[config.mk]
export PLATFORM = sky130hd
export DESIGN_NAME = sync_fifo_param
export DESIGN_NICKNAME = d
export VERILOG_FILES = /design/src/rtl/sync_fifo_param.sv
export SDC_FILE = /design/constraint.sdc
export NUM_CORES = 1
export LEC_CHECK = 0
export ABC_AREA = 1
export CAP_MARGIN = 20
export CORE_MARGIN = 2
export CORE_UTILIZATION = 45
export DETAILED_ROUTE_END_ITERATION = 10
export HOLD_SLACK_MARGIN = 0.12
export PLACE_DENSITY_LB_ADDON = 0.2
export SYNTH_ARGS = -nofsm -noshare
export SYNTH_HDL_FRONTEND = slang
export SYNTH_SLANG_ARGS = --single-unit
[constraint.sdc]
create_clock -name clk -period 24.5 [get_ports clk]
set_input_delay 4.9 -clock clk [delete_from_list [all_inputs] [get_ports clk]]
set_output_delay 4.9 -clock clk [all_outputs]
set_load 0.02 [all_outputs]
[src/rtl/sync_fifo_param.sv]
// sync_fifo_param: parametrised single-clock FIFO with registered read data, occupancy flags and sticky error flags
module sync_fifo_param #(
   parameter int DATA_W   = 128,
   parameter int ADDR_W   = 3,
   parameter int AF_LEVEL = 6,
   parameter int AE_LEVEL = 1
) (
   input  logic              clk,
   input  logic              rst_n,
   input  logic [DATA_W-1:0] in_data,
   input  logic              in_require,
   input  logic              out_require,
   input  logic              flush,
   input  logic              clr_err,
   output logic [DATA_W-1:0] out_data,
   output logic              out_valid,
   output logic              full,
   output logic              empty,
   output logic              almost_full,
   output logic              almost_empty,
   output logic [ADDR_W:0]   count,
   output logic              overflow,
   output logic              underflow
);
   localparam int DEPTH = 2 ** ADDR_W;
   logic [DATA_W-1:0] ram [DEPTH];
   logic [ADDR_W-1:0] wr_ptr, rd_ptr;
   logic              wr_acc, rd_acc;
   assign rd_acc       = out_require & ~empty;
   assign wr_acc       = in_require & (~full | rd_acc);
   assign full         = count == (ADDR_W+1)'(DEPTH);
   assign empty        = count == '0;
   assign almost_full  = count >= (ADDR_W+1)'(AF_LEVEL);
   assign almost_empty = count <= (ADDR_W+1)'(AE_LEVEL);
   always_ff @(posedge clk)
      if (rst_n & ~flush & wr_acc) ram[wr_ptr] <= in_data;
   always_ff @(posedge clk) begin
      if (!rst_n) begin
         out_data  <= '0;
         out_valid <= 1'b0;
         count     <= '0;
         wr_ptr    <= '0;
         rd_ptr    <= '0;
         overflow  <= 1'b0;
         underflow <= 1'b0;
      end else if (flush) begin
         out_valid <= 1'b0;
         count     <= '0;
         wr_ptr    <= '0;
         rd_ptr    <= '0;
         overflow  <= 1'b0;
         underflow <= 1'b0;
      end else begin
         out_data  <= rd_acc ? ram[rd_ptr] : out_data;
         out_valid <= rd_acc;
         wr_ptr    <= wr_acc ? wr_ptr + 1'b1 : wr_ptr;
         rd_ptr    <= rd_acc ? rd_ptr + 1'b1 : rd_ptr;
         count     <= (wr_acc & ~rd_acc) ? count + 1'b1 : (rd_acc & ~wr_acc) ? count - 1'b1 : count;
         // a new error event wins over a coincident clear
         overflow  <= (overflow & ~clr_err) | (in_require & full & ~rd_acc);
         underflow <= (underflow & ~clr_err) | (out_require & empty);
      end
   end
endmodule

Word-level counts from Yosys, hierarchy flattened --
Memories as Yosys holds them, arrays and structs flattened. A register that Yosys moved wholly into a read port is not among the register bits. Cells that the tools add are included.
Storage, ports and cells: bits in registers 13, bits in writable memories 1024, input port bits 134, memories 1
Cells by class: add/sub/neg operators 4, order comparisons 2, equality and inequality tests 1, mux-type cells 4, bitwise gates (word level) 21, reduce and logical (&&, ||, !) cells 5
Memories:
- ram | depth 8, bits a word 128, rd ports 1, clocked after Yosys merged registers in 1, write ports 1, line 26 | logic [DATA_W-1:0] ram [DEPTH];
Operator list (number):
- AND 1 bit | 11
- two-way mux 4 bit | 2
- NOT 1 bit | 7
- adder 3 x 1 -> 3 bit (second input constant) | 2
- adder 4 x 1 -> 4 bit (second input constant) | 1
- equality test 4 bit (second input constant) | 1
- greater-or-equal comparator 4 x 3 -> 1 bit (second input constant) | 1
- less-or-equal comparator 4 x 1 -> 1 bit (second input constant) | 1
- zero test 4 bit | 1
- subtractor 4 x 1 -> 4 bit (second input constant) | 1
- OR 1 bit | 3
- two-way mux 1 bit | 2
- AND reduction 2 bit | 1
- nonzero test 2 bit | 1
- OR reduction 2 bit | 1
- zero test 1 bit | 1

Longest topological paths before layout --
depth in word-level cells 9, mapped depth 14, mapped depth without buffers 14

Worst setup path before layout --
Ideal clock, no wire load.
path type input port to flip-flop, start input out_require, end memory ram[4][0], enable pin, data arrival time 14.007 ns, required time 23.727 ns, setup slack 9.720 ns, stages 6, path buffers 0, cell sequence inv_1 nand2_1 nand2_1 inv_1 nand2_1 nor3_1
Between the ends: word-level cells in the longest chain between the ends 6
Ends and longest elaborated chain:
- start: declaration | line 12 | input logic out_require,
- AND 1 bit | line 29 | assign rd_acc = out_require & ~empty;
- OR 1 bit | line 30 | assign wr_acc = in_require & (~full | rd_acc);
- AND 1 bit | line 30
- via wr_acc | line 28 | logic wr_acc, rd_acc;
- AND 1 bit | line 36 | if (rst_n & ~flush & wr_acc) ram[wr_ptr] <= in_data;
- two-way mux 1 bit | line 36
- two-way mux 1 bit (not written as such) | line 36
- end: declaration | line 26
The timed path passes the listed nets, and every way through them passes these cells.

Worst setup path after layout --
start input flush, end memory ram[3][94], enable pin
Between the ends: word-level cells in the longest chain between the ends 5
Ends and longest elaborated chain:
- start: declaration | line 13 | input logic flush,
- NOT 1 bit (no line)
- AND 1 bit (2 in a row) | line 36
- two-way mux 1 bit | line 36
- two-way mux 1 bit (not written as such) | line 36
Every way passes these cells.

==> flow_metrics.tcl <==
set metrics [dict create \
    die-area_mm2 0.112 \
    post_cts_buffers 0 \
    drtPass1Iterations 5 \
    syn_nets 5102 \
    dp_hpwl_um 59500 \
    crit_buf_inv 3 \
    routed-wl-met3_um 5650 \
    rsz0062_at_grt "no" \
    clk_latency_ns 0.70 \
    setup_tns_ns 0 \
    cts_tree "built" \
    io_pins 273 \
    power_density_mw_per_mm2 75.6 \
    overflow 0 \
    synth.area.top_cells "edfxtp_1 62%, nand2_1 11%, inv_1 8.9%, nand3_1 7.8%, dfxtp_1 5.7%" \
    synth_seq_area_share 0.680 \
    whs_endpoint "out_data[112]" \
    drc 0 \
    antenna_found_initial 13 \
    fmax_mhz 118 \
    seqCellArea_mm2 0.0336 \
    ant_nets 0 \
    hold_viol 0 \
    die_h_um 335 \
    critical_path.top_delay_family "buffers and inverters" \
    synth_common_cells "1427 x nand2_1, 1172 x inv_1, 1024 x edfxtp_1" \
    coreArea_mm2 0.109 \
    numCtsBuffers 120 \
    area_growth_pct 15.6 \
    cp_data_arrival_time_ns 8.81 \
    period_minus_slack_ns 8.51 \
    grt_pass1_wl_um 177000 \
    hp-start "out_data[112]" \
    synth_cell_types 27 \
    syn_area_per_cell_um2 9.95 \
    final.fill_count 9478 \
    cap_violations 0 \
    vias 32177 \
    nets 5296 \
    cp_max_fo 60 \
    synth_warnings 0 \
    port_buffers 272 \
    regToRegEndpoint "ram[3][94]" \
    yosys_register_bits 1165 \
    htree_levels 3 \
    post_cts_resized 0 \
    top_layer "met5" \
    drtIter0Drc 2482 \
    grt_max_degree 144 \
    synth_area_mm2 0.0494 \
    reg2reg_slack_ns 19.83 \
    p_total_mw 4.31 \
    placed_cells 6445 \
    hold_depth 4 \
    worstReg2RegStart "count[1]" \
    synthArstFlopShare 0 \
    instances_no_fill 6678 \
    synth_edf_count 1024 \
    holdBufCountCts 0 \
    viasPerCell 4.82 \
    cts_max_path_buffers 3 \
    cts.sinks 1165 \
    grt_pass1_vias 30921 \
    cp-end-kind "register" \
    synthFlopType "edfxtp_1" \
    startpoint "flush" \
    drive_above_1_share 0.0452 \
    worst-r2r-cell-count 11 \
    wl_met2_um 56900 \
    cp.required_ns 24.81 \
    cts_root_buffer "clkbuf_16" \
    critPathSlowestCell "buf_4" \
    num_rows 121 \
    synthCells 4960 \
    wl_um 116000 \
    met1_length_um 50800 \
    leakage_nw 24.9 \
    status "finished clean" \
    grt.total_usage 0.204 \
    yosysMostFrequentCell "nand2_1" \
    ir_drop_uv 58.5 \
    clock_skew_ns 0.0258 \
    timing.max_slew.rel_slack 0.261 \
    critPathMaxStageDelay_ns 0.90 \
    start_util 0.454 \
    gp_congestion 0.732 \
    tightest_slew_ns 1.11 \
    worstSetupPathType "in -> reg" \
    path_common_cell "buf_4" \
    die_w_um 335 \
    synth_largest_area_cell "edfxtp_1" \
    final-setup-viol-count 0 \
    hp-class "reg -> reg" \
    multi_input_area_mm2 0.0103 \
    crit_chain "clkdlybuf4s50_1, nor2_2, nand3_1, nor2_4, buf_4, buf_4" \
    fin_crit_sh 0.347 \
    slew_violations 0 \
    setup.worst_path.start_class "input pin" \
    routedWlPerCell_um 17.4 \
    synth_top_cell_area_share 0.623 \
    cts.clk_slew.worst_paths_ns 0.06 \
]
[state kept, by name, summed over array words and instances, names as in the netlist]
signal and count:
out_data 128, wr_ptr 3, count 4, ram 1024, underflow 1, rd_ptr 3
out_valid 1, overflow 1
[stage by stage]
stage                     worst slack (ns)  utilization  area (um^2)  hold WS [ns]
final                                15.99        0.524        57100         0.512
after global placement               15.19        0.488        53100         0.503
after global routing                 15.68        0.524        57100         0.538
after detailed placement             15.16        0.488        53100         0.502
after CTS                            15.90        0.524        57000         0.516
after floorplan                       9.72            -        49400         0.487
[worst reg2reg max path: stages, from the launching register on]
cell and delay, ns:
dfxtp_1 0.44, inv_1 0.15, ha_1 0.27, nand2_1 0.09, nor2_1 0.06, nand2_1 0.07
nand2_1 0.13, inv_1 0.17, nand3_1 0.33, nor2_4 0.88, buf_4 0.90, buf_4 0.77
[final cells by class]
cell class / instances / share of cell area
clock inverters: 61 / 0.00910
inverters: 1176 / 0.0778
well taps: 1414 / 0.0310
flip-flops and latches: 1165 / 0.588
diodes: 3 / 0.000132
repair buffers: 311 / 0.0541
multi-input cells: 2380 / 0.180
clock buffers: 168 / 0.0596
[cells in the final DEF, fill, tap and decap left out, types with 5 or more instances in the layout]
cell type | netlist | layout
clkbuf_16 | 0 | 125
clkinv_2 | 0 | 19
nand2_1 | 1427 | 1427
nor2_1 | 12 | 8
clkbuf_1 | 65 | 32
o21ai_0 | 8 | 8
inv_6 | 0 | 5
a21oi_1 | 137 | 137
nand3_1 | 772 | 772
bufinv_16 | 0 | 8
ha_1 | 8 | 8
clkinvlp_4 | 0 | 7
clkbuf_8 | 0 | 11
inv_1 | 1172 | 1171
clkinv_1 | 1 | 21
clkdlybuf4s50_1 | 0 | 271
dfxtp_1 | 141 | 138
buf_4 | 4 | 34
edfxtp_1 | 1024 | 1024
[cells by family after synthesis]
family,count (synthesis),synth area share
AND/OR/NAND/NOR,2220,0.189
XOR/XNOR,2,0.000355
AO/OA/AOI/OAI,150,0.0156
flip-flops,1165,0.680
buffers and inverters,1415,0.113
adder cells (fa/ha/maj),8,0.00203
[how the worst max path moves through the flow]
stage                        to  slack (ns)  depth (start not counted)
CTS                  ram[3][97]       15.90                          6
global placement    ram[3][123]       15.19                          6
finish               ram[3][94]       15.99                          6
detailed placement   ram[3][97]       15.16                          6
floorplan             ram[4][0]        9.72                          6
global route         ram[3][97]       15.68                          6
[where the power goes]
part           leakage [nW]  switching, mW  internal (mW)
Clock                  1.90          0.747           1.05
Combinational          12.6          0.201          0.111
Sequential             10.4         0.0189           2.19
Total                  24.9          0.967           3.35
[per-layer routing]
metal | up-vias | track usage
met5 | - | 0
met4 | 18 | 0.0561
met3 | 145 | 0.0309
met2 | 653 | 0.353
met1 | 15365 | 0.268
li1 | 15996 | -
(Power assumes the default switching activity.)
